[src/rtl/uart_frame_sender.sv]
// Framed UART transmitter: on a FIFO burst edge, sends HDR0, HDR1, a runtime-length
// payload pulled from the FIFO, then an optional 8-bit additive checksum.
module uart_frame_sender #(
    parameter int         CLK_FREQ  = 200000000,
    parameter int         UART_BPS  = 115200,
    parameter int         STOP_BITS = 1,
    parameter int         LEN_W     = 10,
    parameter logic [7:0] HDR0      = 8'hA5,
    parameter logic [7:0] HDR1      = 8'h5A,
    parameter int         CSUM_EN   = 1,
    parameter int         TRIG_EDGE = 0
) (
    input  logic             in_clk,
    input  logic             in_rst,
    input  logic             in_fifo_sig,
    input  logic [LEN_W-1:0] in_frame_len,
    input  logic [7:0]       in_uart_data,
    output logic             out_fifo_rd_en,
    output logic             out_uart_txd,
    output logic             out_busy,
    output logic             out_frame_done,
    output logic [LEN_W-1:0] out_byte_cnt
);
    localparam int DIV_RAW  = CLK_FREQ / UART_BPS;
    localparam int BAUD_DIV = (DIV_RAW < 2) ? 2 : DIV_RAW;
    localparam int NBITS    = 9 + STOP_BITS;
    localparam int BW       = $clog2(BAUD_DIV);
    localparam int IW       = $clog2(NBITS);

    typedef enum logic [2:0] {
        S_IDLE, S_HDR0, S_HDR1, S_P_RD, S_P_CAP, S_P_TX, S_CSUM, S_DONE
    } state_t;

    localparam state_t S_AFTER_PAY = (CSUM_EN != 0) ? S_CSUM : S_DONE;

    state_t           r_state, w_next;
    logic             r_sig_d;
    logic [LEN_W-1:0] r_len, r_cnt;
    logic [7:0]       r_csum;
    logic             r_issued;
    logic             r_tx_act;
    logic [NBITS-1:0] r_shift;
    logic [BW-1:0]    r_baud;
    logic [IW-1:0]    r_bit;

    logic             w_trig, w_load, w_baud_end, w_tx_done;
    logic [7:0]       w_load_byte;

    assign w_trig     = (TRIG_EDGE != 0) ? (in_fifo_sig & ~r_sig_d) : (~in_fifo_sig & r_sig_d);
    assign w_baud_end = r_tx_act && (r_baud == BW'(BAUD_DIV - 1));
    assign w_tx_done  = w_baud_end && (r_bit == IW'(NBITS - 1));

    always_ff @(posedge in_clk or negedge in_rst) begin
        if (!in_rst) r_state <= S_IDLE;
        else         r_state <= w_next;
    end

    always_comb begin
        w_next      = r_state;
        w_load      = 1'b0;
        w_load_byte = 8'h00;
        case (r_state)
            S_IDLE:  if (w_trig) w_next = S_HDR0;
            S_HDR0: begin
                w_load      = !r_issued;
                w_load_byte = HDR0;
                if (w_tx_done) w_next = S_HDR1;
            end
            S_HDR1: begin
                w_load      = !r_issued;
                w_load_byte = HDR1;
                if (w_tx_done) w_next = (r_len == '0) ? S_AFTER_PAY : S_P_RD;
            end
            S_P_RD:  w_next = S_P_CAP;
            S_P_CAP: begin
                w_load      = 1'b1;
                w_load_byte = in_uart_data;
                w_next      = S_P_TX;
            end
            S_P_TX:  if (w_tx_done) w_next = (r_cnt == r_len) ? S_AFTER_PAY : S_P_RD;
            S_CSUM: begin
                w_load      = !r_issued;
                w_load_byte = r_csum;
                if (w_tx_done) w_next = S_DONE;
            end
            S_DONE:  w_next = S_IDLE;
            default: w_next = S_IDLE;
        endcase
    end

    // r_issued makes the single-byte states load exactly once, on their first cycle
    always_ff @(posedge in_clk or negedge in_rst) begin
        if (!in_rst) begin
            r_sig_d  <= 1'b0;
            r_len    <= '0;
            r_cnt    <= '0;
            r_csum   <= 8'h00;
            r_issued <= 1'b0;
        end else begin
            r_sig_d  <= in_fifo_sig;
            r_issued <= (w_next == r_state) && (r_issued || w_load);
            if (r_state == S_IDLE && w_trig) begin
                r_len  <= in_frame_len;
                r_cnt  <= '0;
                r_csum <= 8'h00;
            end else if (r_state == S_P_CAP) begin
                r_cnt  <= r_cnt + 1'b1;
                r_csum <= r_csum + in_uart_data;
            end
        end
    end

    always_ff @(posedge in_clk or negedge in_rst) begin
        if (!in_rst) begin
            r_tx_act <= 1'b0;
            r_shift  <= '1;
            r_baud   <= '0;
            r_bit    <= '0;
        end else if (w_load) begin
            r_tx_act <= 1'b1;
            r_shift  <= {{STOP_BITS{1'b1}}, w_load_byte, 1'b0};
            r_baud   <= '0;
            r_bit    <= '0;
        end else if (r_tx_act) begin
            if (w_baud_end) begin
                r_baud  <= '0;
                r_shift <= {1'b1, r_shift[NBITS-1:1]};
                r_bit   <= r_bit + 1'b1;
                if (w_tx_done) r_tx_act <= 1'b0;
            end else begin
                r_baud <= r_baud + 1'b1;
            end
        end
    end

    assign out_fifo_rd_en = (r_state == S_P_RD);
    assign out_busy       = (r_state != S_IDLE) && (r_state != S_DONE);
    assign out_frame_done = (r_state == S_DONE);
    assign out_uart_txd   = r_tx_act ? r_shift[0] : 1'b1;
    assign out_byte_cnt   = r_cnt;
endmodule

[config.mk]
export PLATFORM = sky130hd
export DESIGN_NAME = uart_frame_sender
export DESIGN_NICKNAME = d
export VERILOG_FILES = /design/src/rtl/uart_frame_sender.sv
export SDC_FILE = /design/constraint.sdc
export NUM_CORES = 1
export LEC_CHECK = 0
export CAP_MARGIN = 25
export CORE_MARGIN = 1.5
export CORE_UTILIZATION = 57
export CTS_CLUSTER_SIZE = 14
export DETAILED_ROUTE_END_ITERATION = 8
export GPL_ROUTABILITY_DRIVEN = 0
export PLACE_DENSITY = 0.8
export SYNTH_ARGS = -nofsm -noshare
export SYNTH_HDL_FRONTEND = slang
export SYNTH_SLANG_ARGS = --single-unit
[constraint.sdc]
create_clock -name in_clk -period 2.1 [get_ports in_clk]
set_input_delay 0.315 -clock in_clk [delete_from_list [all_inputs] [get_ports in_clk]]
set_output_delay 0.315 -clock in_clk [all_outputs]
set_load 0.02 [all_outputs]
==> run metrics <==
ys flop type dfrtp_1; worst skew pair latency ~340 ps; post-route ant nets 0; element type at the critical path end output pin; Initial DRT Pass Iterations 4; wire per inst 15.2 um; mapped cell area 3260 um2; dpl hpwl between 5000 and 6000 um; CTS Sinks between 50 and 60; Worst EP required 1780 ps; syn_nets 389; die footprint 6180 um2; Num CTS Buffers 9; DRC 0; first-pass GRT wire length 12600 um; Syn-to-layout area delta 25.1%; most common cell after layout, fill and taps aside nor2_1; Reg2Reg Depth 5; DIE HEIGHT 78.6 um; Area contributors post-synth dfrtp_1 38%, dfstp_2 7.3%, xor2_1 5.9%; YS warnings 0; Post-synth EDFFs 0; clock slew at reported path FFs 70 ps; fraction of layout cells with a size suffix above 1 0.173; Fin. Hold Viols 0; Seq/Total Area, Yosys 0.449; TritonCTS clock tree built; data arrival time of the worst path 1690 ps; IR drop worst, VDD 0.592 mV; WS Path Type flop to output pin; Via density 5.66; Max Fclk 498 MHz; CTS H-Tree Depth 3; Clock Path Buffers 2; Max FO, Critical Path 12; # rows 27; Post-Synthesis Mean Instance Area between 9 and 10 um2; Fill cells 400; Rel. slew slack 0.599; Distinct cells, synth 46; min Tclk post-route 2010 ps; setup ws final 92.1 ps; status finished clean; flops & latches, synth 58; Initial Util 0.592; largest area contributor in the netlist dfrtp_1; GRT Total Usage 0.265; skew final between 10 and 15 ps; die width 78.6 um; Leak Pwr approximately 1.8 nW; diode count 0; Post-Place Worst Slack -324 ps; Hold Path Stages 2; Core ar. 5510 um2; Slew Limit Fails 0; Hold Crit Class flop to flop; period utilization 0.956; DR iter-0 viols 168; Ports 35; Core Util, Final 0.741; Cell Pwr Density 876 nW/um2; worst-margin pin slew 600 ps; Async SR Flop Fraction 1.00; Tot Pwr 0.00357 W; maxcap violations 0; IO Port Bufs 34; RR Startpoint r_state[1]; largest net degree at the start of global routing 37; Final Setup Violations 0; Vias about 2800; worst hold start r_shift[8]; Critical Path Start r_state[2]; vias in the first global route 2769; antenna violations before repair 0; placed cells 471; Startpoint Class flop; Total Nets Final 445; most frequent cells in the layout 50 x nor2_1, 48 x nand2_1, 46 x dfrtp_1; final WL 7420 um; Synth Instances approximately 360; Post-Layout Cell Count approximately 490; GRT overflow 0; share of the synthesized area in the top cell type 0.376; Root Driver clkbuf_8
## through the flow
stage          hold slack (ps)  cell area [um2]  TNS, ps
2_1_floorplan             19.4             3260        0
3_3_place_gp               328             3820     -403
3_5_place_dp               331             3820     -597
4_1_cts                    463             4040        0
5_1_grt                    476             4080    -6.74
6_report                   465             4080        0
## layer usage
| layer | track usage | vias to the layer above | share of wire |
|---|---|---|---|
| li1 | - | 1347 | - |
| met1 | 0.357 | 1336 | 0.45 |
| met2 | 0.422 | 71 | 0.49 |
| met3 | 0.0430 | 14 | 0.038 |
| met4 | 0.113 | 0 | 0.018 |
| met5 | 0 | - | 0 |
## worst paths after layout
check | endpoint | slack (ps)
min | r_shift[8] | 460
max reg2reg | r_shift[7] | 160
max | out_frame_done | 90
max in group asynchronous | r_state[0] | 1000
min reg2reg | r_shift[8] | 460
min in group asynchronous | r_csum[1] | 490
## worst max-delay path, cell delays in order (launching register included)
cell             delay (ps)
dfrtp_2                 500
and3_1                  240
clkdlybuf4s50_1         610
## layout make-up
cell class / count / area [um2] / share of cell area
well taps: 72 / 90.1 / 0.0221
flip-flops and latches: 58 / 1470 / 0.360
multi-input cells: 272 / 1710 / 0.420
clock inverters: 4 / 50.0 / 0.0123
clock buffers: 12 / 155 / 0.0380
repair buffers: 61 / 567 / 0.139
inverters: 10 / 37.5 / 0.00921
## sequential cells by signal, indices dropped and copies added, names as in the netlist
signal        cells
r_shift           9
r_baud           11
r_bit             4
r_sig_d           1
r_len            10
r_tx_act          1
r_issued          1
out_byte_cnt     10
r_state           3
r_csum            8
## synth_stat cells, types with 3 or more instances
| master | instances |
|---|---|
| nand2_1 | 48 |
| nor4_1 | 4 |
| nand4_1 | 6 |
| mux2i_1 | 3 |
| nand3_1 | 8 |
| a31oi_1 | 3 |
| xnor2_1 | 8 |
| mux2_2 | 10 |
| nand2b_1 | 4 |
| nor2b_1 | 3 |
| or3_1 | 5 |
| nor3_1 | 5 |
| a21oi_1 | 26 |
| buf_2 | 4 |
| ha_1 | 11 |
| xor2_1 | 22 |
| a211oi_1 | 4 |
| inv_1 | 10 |
| a221oi_1 | 3 |
| dfstp_2 | 9 |
| dfrtp_1 | 49 |
| o21ai_0 | 16 |
| and3_1 | 8 |
| nor2_1 | 50 |
| clkbuf_1 | 9 |
## where the power goes
group          internal, W  switching, W  total (W)  leakage (nW)
sequential         0.00135      0.000227    0.00157         0.731
clock             0.000611      0.000452    0.00106        0.0986
combinational     0.000464      0.000470   0.000934          1.01
total              0.00242       0.00115    0.00357          1.84
## timing repair
action,CTS,global route
pin swaps,0,1
endpoints found under the hold margin,13,0
setup endpoints to repair,3,7
gates resized for setup,3,8
gates cloned,0,0
setup buffers,0,1
hold buffers,1,0
## kinds of logic after synthesis
kind of cell | after synthesis | synth area share
XOR/XNOR | 30 | 0.0806
AND/OR/NAND/NOR | 151 | 0.216
adder cells (fa/ha/maj) | 12 | 0.0483
AO/OA/AOI/OAI | 66 | 0.127
buffers and inverters | 26 | 0.0361
flip-flops | 58 | 0.449
multiplexers | 13 | 0.0437
No activity file was read; power rests on OpenSTA's default activity.
